[src/rtl/alu_sequencer_pkg.sv]
// Shared widths, instruction field positions and opcode/funct/ALU encodings
// for the ALU issue/writeback sequencer.
`ifndef ALU_SEQ_PRJ_DEFINITION
`define ALU_SEQ_PRJ_DEFINITION
`define DATA_WIDTH 32
`define ALU_OPRN_WIDTH 6
`define REG_ADDR_WIDTH 5
`endif

package alu_sequencer_pkg;

  localparam int DATA_W  = `DATA_WIDTH;
  localparam int OPRN_W  = `ALU_OPRN_WIDTH;
  localparam int ADDR_W  = `REG_ADDR_WIDTH;
  localparam int INSTR_W = 32;
  localparam int FIELD_W = 6;
  localparam int IMM_W   = 16;
  localparam int SHAMT_W = 5;

  localparam int OP_LSB    = 26;
  localparam int RS_LSB    = 21;
  localparam int RT_LSB    = 16;
  localparam int RD_LSB    = 11;
  localparam int FUNCT_LSB = 0;
  // shamt position relative to the 16-bit immediate field
  localparam int SHAMT_LSB = 6;

  localparam logic [FIELD_W-1:0] OP_RTYPE = 6'h00;
  localparam logic [FIELD_W-1:0] OP_ADDI  = 6'h08;
  localparam logic [FIELD_W-1:0] OP_MULI  = 6'h1d;
  localparam logic [FIELD_W-1:0] OP_ANDI  = 6'h0c;
  localparam logic [FIELD_W-1:0] OP_ORI   = 6'h0d;
  localparam logic [FIELD_W-1:0] OP_SLTI  = 6'h0a;

  localparam logic [FIELD_W-1:0] FN_ADD = 6'h20;
  localparam logic [FIELD_W-1:0] FN_SUB = 6'h22;
  localparam logic [FIELD_W-1:0] FN_MUL = 6'h2c;
  localparam logic [FIELD_W-1:0] FN_AND = 6'h24;
  localparam logic [FIELD_W-1:0] FN_OR  = 6'h25;
  localparam logic [FIELD_W-1:0] FN_NOR = 6'h27;
  localparam logic [FIELD_W-1:0] FN_SLT = 6'h2a;
  localparam logic [FIELD_W-1:0] FN_SLL = 6'h01;
  localparam logic [FIELD_W-1:0] FN_SRL = 6'h02;

  localparam logic [OPRN_W-1:0] ALU_NOP = 6'h00;
  localparam logic [OPRN_W-1:0] ALU_ADD = 6'h01;
  localparam logic [OPRN_W-1:0] ALU_SUB = 6'h02;
  localparam logic [OPRN_W-1:0] ALU_MUL = 6'h03;
  localparam logic [OPRN_W-1:0] ALU_AND = 6'h04;
  localparam logic [OPRN_W-1:0] ALU_OR  = 6'h05;
  localparam logic [OPRN_W-1:0] ALU_NOR = 6'h06;
  localparam logic [OPRN_W-1:0] ALU_SLT = 6'h07;
  localparam logic [OPRN_W-1:0] ALU_SLL = 6'h08;
  localparam logic [OPRN_W-1:0] ALU_SRL = 6'h09;

  typedef enum logic [1:0] {OP2_RT, OP2_SHAMT, OP2_SEXT, OP2_ZEXT} op2_sel_e;
  typedef enum logic [1:0] {S_IDLE, S_READ, S_EXEC, S_WB} state_e;

  typedef struct packed {
    logic [OPRN_W-1:0] oprn;
    op2_sel_e          op2_sel;
    logic              shift;
    logic [ADDR_W-1:0] dest;
    logic [ADDR_W-1:0] rs;
    logic [ADDR_W-1:0] rt;
    logic [IMM_W-1:0]  imm;
  } decode_t;

endpackage

[src/rtl/alu_sequencer_decode.sv]
// Combinational instruction decoder: validity, ALU operation, operand-2
// source, shift flag, destination and the raw register/immediate fields.
module alu_instr_decode
  import alu_sequencer_pkg::*;
(
  input  logic [INSTR_W-1:0] instr,
  output logic               valid,
  output decode_t            dec
);

  logic [FIELD_W-1:0] op;
  logic [FIELD_W-1:0] funct;

  assign op    = instr[OP_LSB +: FIELD_W];
  assign funct = instr[FUNCT_LSB +: FIELD_W];

  always_comb begin
    valid       = 1'b1;
    dec         = '0;
    dec.op2_sel = OP2_RT;
    dec.rs      = instr[RS_LSB +: ADDR_W];
    dec.rt      = instr[RT_LSB +: ADDR_W];
    dec.imm     = instr[IMM_W-1:0];
    dec.dest    = instr[RD_LSB +: ADDR_W];
    case (op)
      OP_RTYPE: begin
        case (funct)
          FN_ADD: dec.oprn = ALU_ADD;
          FN_SUB: dec.oprn = ALU_SUB;
          FN_MUL: dec.oprn = ALU_MUL;
          FN_AND: dec.oprn = ALU_AND;
          FN_OR:  dec.oprn = ALU_OR;
          FN_NOR: dec.oprn = ALU_NOR;
          FN_SLT: dec.oprn = ALU_SLT;
          FN_SLL: begin
            dec.oprn    = ALU_SLL;
            dec.shift   = 1'b1;
            dec.op2_sel = OP2_SHAMT;
          end
          FN_SRL: begin
            dec.oprn    = ALU_SRL;
            dec.shift   = 1'b1;
            dec.op2_sel = OP2_SHAMT;
          end
          default: valid = 1'b0;
        endcase
      end
      OP_ADDI: begin dec.oprn = ALU_ADD; dec.op2_sel = OP2_SEXT; dec.dest = dec.rt; end
      OP_MULI: begin dec.oprn = ALU_MUL; dec.op2_sel = OP2_SEXT; dec.dest = dec.rt; end
      OP_ANDI: begin dec.oprn = ALU_AND; dec.op2_sel = OP2_ZEXT; dec.dest = dec.rt; end
      OP_ORI:  begin dec.oprn = ALU_OR;  dec.op2_sel = OP2_ZEXT; dec.dest = dec.rt; end
      OP_SLTI: begin dec.oprn = ALU_SLT; dec.op2_sel = OP2_SEXT; dec.dest = dec.rt; end
      default: valid = 1'b0;
    endcase
  end

endmodule

[src/rtl/alu_sequencer.sv]
// Issue/writeback sequencer in front of the combinational ALU.
// state  | meaning
// IDLE   | waiting for START; rejects unsupported instructions with ERR
// READ   | register-file read of rs/rt
// EXEC   | registered operands and opcode presented to the ALU
// WB     | result written back (unless rd/rt is r0), DONE high
module alu_sequencer
  import alu_sequencer_pkg::*;
#(
  parameter int DATA_WIDTH = DATA_W
) (
  input  logic                  CLK,
  input  logic                  RST,
  input  logic                  START,
  input  logic [INSTR_W-1:0]    INSTR,
  output logic                  BUSY,
  output logic                  DONE,
  output logic                  ERR,
  output logic [DATA_WIDTH-1:0] RESULT,
  output logic                  ZERO_FLAG,
  output logic                  RF_READ,
  output logic [ADDR_W-1:0]     RF_ADDR_R1,
  output logic [ADDR_W-1:0]     RF_ADDR_R2,
  input  logic [DATA_WIDTH-1:0] RF_DATA_R1,
  input  logic [DATA_WIDTH-1:0] RF_DATA_R2,
  output logic                  RF_WRITE,
  output logic [ADDR_W-1:0]     RF_ADDR_W,
  output logic [DATA_WIDTH-1:0] RF_DATA_W,
  output logic [DATA_WIDTH-1:0] ALU_OP1,
  output logic [DATA_WIDTH-1:0] ALU_OP2,
  output logic [OPRN_W-1:0]     ALU_OPRN,
  input  logic [DATA_WIDTH-1:0] ALU_OUT,
  input  logic                  ALU_ZERO
);

  state_e                state_q, state_d;
  decode_t               dec_in, dec_q, dec_d;
  logic                  dec_valid;
  logic                  accept;
  logic [DATA_WIDTH-1:0] op1_q, op1_d, op2_q, op2_d, result_q, result_d;
  logic [DATA_WIDTH-1:0] op2_mux;
  logic                  zero_q, zero_d, err_q, err_d;

  alu_instr_decode u_decode (
    .instr (INSTR),
    .valid (dec_valid),
    .dec   (dec_in)
  );

  assign accept = (state_q == S_IDLE) && START && dec_valid;

  always_ff @(posedge CLK or posedge RST) begin
    if (RST) state_q <= S_IDLE;
    else     state_q <= state_d;
  end

  always_comb begin
    state_d = state_q;
    case (state_q)
      S_IDLE:  if (accept) state_d = S_READ;
      S_READ:  state_d = S_EXEC;
      S_EXEC:  state_d = S_WB;
      S_WB:    state_d = S_IDLE;
      default: state_d = S_IDLE;
    endcase
  end

  always_comb begin
    case (dec_q.op2_sel)
      OP2_RT:    op2_mux = RF_DATA_R2;
      OP2_SHAMT: op2_mux = DATA_WIDTH'(dec_q.imm[SHAMT_LSB +: SHAMT_W]);
      OP2_SEXT:  op2_mux = $unsigned(DATA_WIDTH'($signed(dec_q.imm)));
      OP2_ZEXT:  op2_mux = DATA_WIDTH'(dec_q.imm);
      default:   op2_mux = RF_DATA_R2;
    endcase
  end

  always_comb begin
    dec_d    = dec_q;
    op1_d    = op1_q;
    op2_d    = op2_q;
    result_d = result_q;
    zero_d   = zero_q;
    err_d    = (state_q == S_IDLE) && START && !dec_valid;
    if (accept) dec_d = dec_in;
    // shifts operate on rt, so operand 1 comes from the second read port
    if (state_q == S_READ) begin
      op1_d = dec_q.shift ? RF_DATA_R2 : RF_DATA_R1;
      op2_d = op2_mux;
    end
    if (state_q == S_EXEC) begin
      result_d = ALU_OUT;
      zero_d   = ALU_ZERO;
    end
  end

  always_ff @(posedge CLK or posedge RST) begin
    if (RST) begin
      dec_q    <= '0;
      op1_q    <= '0;
      op2_q    <= '0;
      result_q <= '0;
      zero_q   <= 1'b0;
      err_q    <= 1'b0;
    end else begin
      dec_q    <= dec_d;
      op1_q    <= op1_d;
      op2_q    <= op2_d;
      result_q <= result_d;
      zero_q   <= zero_d;
      err_q    <= err_d;
    end
  end

  always_comb begin
    BUSY       = (state_q != S_IDLE);
    DONE       = (state_q == S_WB);
    ERR        = err_q;
    RF_READ    = (state_q == S_READ);
    RF_ADDR_R1 = dec_q.rs;
    RF_ADDR_R2 = dec_q.rt;
    RF_WRITE   = (state_q == S_WB) && (dec_q.dest != '0);
    RF_ADDR_W  = dec_q.dest;
    RF_DATA_W  = result_q;
    RESULT     = result_q;
    ZERO_FLAG  = zero_q;
    ALU_OP1    = op1_q;
    ALU_OP2    = op2_q;
    ALU_OPRN   = ((state_q == S_EXEC) || (state_q == S_WB)) ? dec_q.oprn : ALU_NOP;
  end

endmodule

[config.mk]
export PLATFORM = sky130hd
export DESIGN_NAME = alu_sequencer
export DESIGN_NICKNAME = d
export VERILOG_FILES = /design/src/rtl/alu_sequencer_pkg.sv /design/src/rtl/alu_sequencer_decode.sv /design/src/rtl/alu_sequencer.sv
export SDC_FILE = /design/constraint.sdc
export NUM_CORES = 1
export LEC_CHECK = 0
export CORE_MARGIN = 2
export CORE_UTILIZATION = 44
export CTS_BUF_LIST = sky130_fd_sc_hd__clkbuf_4
export DETAILED_ROUTE_END_ITERATION = 16
export PLACE_DENSITY = 0.89
export SYNTH_ARGS = -nofsm -noshare
export SYNTH_HDL_FRONTEND = slang
export SYNTH_SLANG_ARGS = --single-unit
[constraint.sdc]
create_clock -name CLK -period 4.78 [get_ports CLK]
set_input_delay 0.717 -clock CLK [delete_from_list [all_inputs] [get_ports CLK]]
set_output_delay 0.717 -clock CLK [all_outputs]
set_load 0.1 [all_outputs]
==> impl_metrics.tcl, run 1 <==
set metrics [dict create \
    grt_max_degree 109 \
    crit_path_end_kind "output pin" \
    path_buf_inv 1 \
    timing.rr.start "state_q[1]$_DFFE_PP0P_" \
    place_area_mm2 0.00909 \
    first_pass_iters 6 \
    synth.distinct_cells 42 \
    drt_iter0_drc 321 \
    drc 0 \
    finalInstanceArea_mm2 0.00934 \
    cpPeakStageDelay_ns 0.97 \
    slowest_stage "clkdlybuf4s50_1" \
    diodes 0 \
    critPathArrivalTime_ns 2.65 \
    grt_pass1_wl_mm 29.1 \
    r2r_setup_slack_ns 2.31 \
    synthTopCellsByCount "dfrtp_1, a21oi_1, nor2_1" \
    gp_congestion 0.821 \
    cts.sinks 138 \
    cts_setup_buffers 0 \
    async_reset_ff_share_pct 100 \
    final_hold_viol_count 0 \
    die_x_um 125 \
    slew_headroom_pct 28.1 \
    fin_nets 949 \
    initial_utilization_pct 44.8 \
    cts_root_buf "clkbuf_4" \
    period_share_pct 70.5 \
    ant_nets 0 \
    htree_levels 4 \
    fp.coreArea_mm2 0.0145 \
    avgRoutedWirePerCell_um 18.3 \
    clock_skew_ns 0.0230 \
    portBuffers 284 \
    min_period_ns 3.37 \
    synth_edf_count 0 \
    ioPinCount 287 \
    drv_cap 0 \
    clk_pin_slew_ns 0.11 \
    syn_area_mm2 0.00648 \
    fin_tns_setup_ns 0 \
    min_delay_path_depth 1 \
    crit_chain "or4_1 > o21a_1 > clkdlybuf4s50_1" \
    vias 5167 \
    ctsHoldBuffers 0 \
    yosys.area.top_type_share_pct 53.3 \
    dieHeight_um 125 \
    netlist_instances 587 \
    hold_path.class "flop to flop" \
    numCtsBuffers 17 \
    dp_hpwl_mm 13.9 \
    path_max_fanout 3 \
    startpoint_type "flop" \
    vias_per_cell 5.14 \
    clkLatencyLatePin_ns 0.54 \
    rsz0062_at_grt "false" \
    tritoncts "yes" \
    grt_pass1_vias 5297 \
    area_growth_pct 44.1 \
    cp.required_ns 4.06 \
    synth_largest_area_cell "dfrtp_1" \
    wl_mm 18.4 \
    yosys_warnings 0 \
    status "completed" \
    cts_resized 0 \
    yosysMostFrequentCell "dfrtp_1" \
    hold_end "RF_ADDR_R1[0]$_DFFE_PP0P_" \
    antenna_found_initial 0 \
    num-fill-cells 1140 \
    fmax_mhz 297 \
    layout-drive-gt1-share_pct 10.3 \
    grt_overflow 0 \
    ys.flop_type "dfrtp_1" \
    ys_ff_latch 138 \
    grt.total_usage_pct 23.8 \
    slew_viol_final 0 \
    yosys-top-cells-area "dfrtp_1, mux2_2, buf_4, mux2i_1, a21oi_1" \
    syn_area_per_cell_um2 11.0 \
    tightest_slew_ns 1.08 \
    r2r_end "ALU_OP2[18]$_DFFE_PP0P_" \
    die_area_mm2 0.0157 \
    path_delay_family "buffers and inverters" \
    rr_worst_depth 5 \
    seq_area_frac_synth_pct 53.3 \
    cts_max_path_buffers 2 \
    setup_viol 0 \
    crit_type "flop to output pin" \
    rows 44 \
    min-delay-start "RF_ADDR_R1[0]$_DFFE_PP0P_" \
]
-- per-stage QoR --
| step | cells | setup WS (ns) | util [%] | hold WS [ns] |
|---|---|---|---|---|
| after floorplan | 588 | 0.367 | - | 0.450 |
| after global placement | 977 | 1.38 | 62.8 | 0.468 |
| after detailed placement | 977 | 1.33 | 62.8 | 0.475 |
| after CTS | 1006 | 1.36 | 64.5 | 0.502 |
| after global routing | 1006 | 1.32 | 64.5 | 0.525 |
| final | 1006 | 1.41 | 64.5 | 0.497 |
-- routing by layer --
layer	GRT usage (%)	up-vias	part of all wire, %
met2	40.0	219	50
li1	-	2445	-
met5	0	-	0
met3	6.29	38	6.8
met1	29.1	2465	40
met4	9.74	0	3.1
-- how the worst max path moves through the flow --
stage	from	to	depth (start not counted)
3_3_place_gp	INSTR[0]	dec_q[34]$_DFFE_PP0P_	7
3_5_place_dp	INSTR[0]	dec_q[34]$_DFFE_PP0P_	7
4_1_cts	RF_ADDR_W[1]$_DFFE_PP0P_	RF_WRITE	3
6_report	RF_ADDR_W[1]$_DFFE_PP0P_	RF_WRITE	3
5_1_grt	RF_ADDR_W[1]$_DFFE_PP0P_	RF_WRITE	3
2_1_floorplan	RST	ALU_OP1[0]$_DFFE_PP0P_	1
-- sequential cells by signal, indices dropped and copies added, names as in the netlist --
| signal | cells |
|---|---|
| ALU_OP1 | 32 |
| ALU_OP2 | 32 |
| RESULT | 32 |
| dec_q | 23 |
| RF_ADDR_R1 | 5 |
| RF_ADDR_R2 | 5 |
| RF_ADDR_W | 5 |
| state_q | 2 |
| ERR | 1 |
| ZERO_FLAG | 1 |
-- worst register-to-register path, delay by kind of cell (launching register included) --
kind / cells / cell delay, ns
AO/OA/AOI/OAI: 1 / 0.30
adder cells (fa/ha/maj): 1 / 0.15
buffers and inverters: 2 / 0.88
AND/OR/NAND/NOR: 1 / 0.65
flip-flops: 1 / 0.43
-- layout make-up --
type / count / area [µm²] / share of cell area (%)
inverter: 26 / 103 / 1.10
tap: 184 / 230 / 2.46
clock inverter: 9 / 104 / 1.11
timing repair buffer: 289 / 2870 / 30.7
sequential: 138 / 3450 / 37.0
multi-input combinational: 340 / 2430 / 26.0
clock buffer: 20 / 150 / 1.61
-- cell usage in the layout, fill, tap and decap left out, types with 20 or more instances in the layout --
master / netlist / layout
dfrtp_1: 138 / 137
nor2_1: 61 / 61
inv_1: 26 / 25
a21oi_1: 74 / 74
o22ai_1: 21 / 21
mux2i_1: 38 / 38
clkdlybuf4s50_1: 0 / 280
mux2_1: 26 / 26
clkbuf_4: 0 / 20
mux2_2: 40 / 40
-- logic make-up (layout without fill, tap and decap cells) --
group / after synthesis / in the layout / synth area share [%]
DFF: 138 / 138 / 53.3
other: 1 / 2 / 0.0578
and+or+nand+nor: 99 / 99 / 6.87
muxes: 104 / 104 / 17.3
adders and majority gates: 5 / 5 / 0.965
AOI/OAI and AO/OA: 129 / 129 / 11.9
buffers and inverters: 110 / 344 / 9.48
xor gates and xnor gates: 1 / 1 / 0.135
Power of run 1 is not shown: default switching activity piles up to over one toggle a cycle in this logic, so the estimate is an artifact.
==> run 2: changes to the inputs <==
CORE_UTILIZATION = 39   (was 44)
PLACE_DENSITY = 0.83   (was 0.89)
clock period = 3.1 ns   (was 4.78 ns; I/O delays follow)
==> impl_metrics.tcl, run 2 (synthesis results as in run 1) <==
set metrics [dict create \
    status "completed" \
    grt_max_degree 51 \
    cts_root_buf "clkbuf_4" \
    grt_pass1_wl_mm 28.4 \
    fmax_mhz 413 \
    cts_setup_buffers 0 \
    crit_type "flop to output pin" \
    first_pass_iters 4 \
    cts.sinks 138 \
    gp_congestion 0.878 \
    clk_pin_slew_ns 0.12 \
    ctsHoldBuffers 0 \
    avgRoutedWirePerCell_um 17.2 \
    slew_viol_final 0 \
    slew_headroom_pct 44.3 \
    die_x_um 133 \
    path_max_fanout 41 \
    hold_path.class "primary input to asynchronous set/reset pin" \
    setup_viol 0 \
    post-route-util_pct 56.7 \
    ant_nets 0 \
    dp_hpwl_mm 13.6 \
    htree_levels 4 \
    clock_skew_ns 0.0180 \
    grt_overflow 0 \
    ioPinCount 287 \
    clkLatencyLatePin_ns 0.54 \
    area_growth_pct 43.4 \
    drt_iter0_drc 254 \
    min_period_ns 2.42 \
    grt.total_usage_pct 20.7 \
    tritoncts "yes" \
    rows 47 \
    vias 5133 \
    die_area_mm2 0.0177 \
    vias_per_cell 4.87 \
    portBuffers 284 \
    antenna_found_initial 0 \
    layout_common_cells "buf_4, dfrtp_1, clkdlybuf4s50_1" \
    wl_mm 18.1 \
    crit_path_end_kind "output pin" \
    period_share_pct 78.1 \
    cts_max_path_buffers 2 \
    cp.required_ns 2.63 \
    startpoint_type "flop" \
    rsz0062_at_grt "false" \
    dieHeight_um 133 \
    grt_pass1_vias 5228 \
    drc 0 \
    cts_resized 0 \
    tightest_slew_ns 0.833 \
    fin_nets 961 \
    initial_utilization_pct 39.5 \
    critPathArrivalTime_ns 1.96 \
    layout-drive-gt1-share_pct 29.6 \
    numCtsBuffers 17 \
    diodes 0 \
    drv_cap 0 \
    fp.coreArea_mm2 0.0164 \
    final_hold_viol_count 0 \
    final_common_cell "buf_4" \
]
[run 2: cell types whose count changed in the layout (fill, tap and decap cells not counted)]
cell,delta
bufinv_16,+4
clkinvlp_4,-2
buf_12,+7
clkinv_4,+2
clkdlybuf4s50_1,-149
clkinv_2,-1
buf_4,+154
clkbuf_4,-2
[run 2: critical path, stage by stage, from the launching register on]
cell and delay [ns]:
dfrtp_1 0.43, inv_1 0.14, ha_4 0.46, buf_4 0.39
[run 2: final timing paths]
kind	depth (start not counted)	slack, ns	endpoint	startpoint
worst min register to register	1	0.50	RF_ADDR_R1[2]$_DFFE_PP0P_	RF_ADDR_R1[2]$_DFFE_PP0P_
worst max-delay path	3	0.68	RF_READ	state_q[1]$_DFFE_PP0P_
worst max register to register	4	1.20	ALU_OP2[28]$_DFFE_PP0P_	state_q[1]$_DFFE_PP0P_
min in group CLK	1	0.50	RF_ADDR_R1[2]$_DFFE_PP0P_	RF_ADDR_R1[2]$_DFFE_PP0P_
worst min-delay path	2	0.28	ALU_OP1[19]$_DFFE_PP0P_	RST
max in group asynchronous	3	2.12	ALU_OP2[10]$_DFFE_PP0P_	RST
[run 2: cell type report]
class	count	area (µm²)
clock buffer	18	135
clock inverter	12	223
fill	1414	7110
inverter	26	101
multi-input combinational	340	2430
sequential	138	3450
tap	220	275
timing repair buffer	301	2680
[run 2: routing by layer]
metal  vias up  GRT usage (%)  share of wire, %
met5         -              0                 0
met1      2449           25.5                41
met3        33           6.44               7.4
met4         0           7.95               2.3
met2       196           34.1                49
li1       2455              -                 -
[run 2: stage by stage]
stage	instances	hold slack [ns]	worst slack (ns)	setup TNS, ns	area, µm²
final	1055	0.277	0.680	0	9300
after global routing	1055	0.260	0.507	0	9300
after CTS	1055	0.236	0.584	0	9300
after detailed placement	1025	0.477	0.350	0	8940
after global placement	1025	0.470	0.355	0	8940
after floorplan	588	0.450	-0.116	-0.385	6490
Power of run 2 is left out for the same reason.
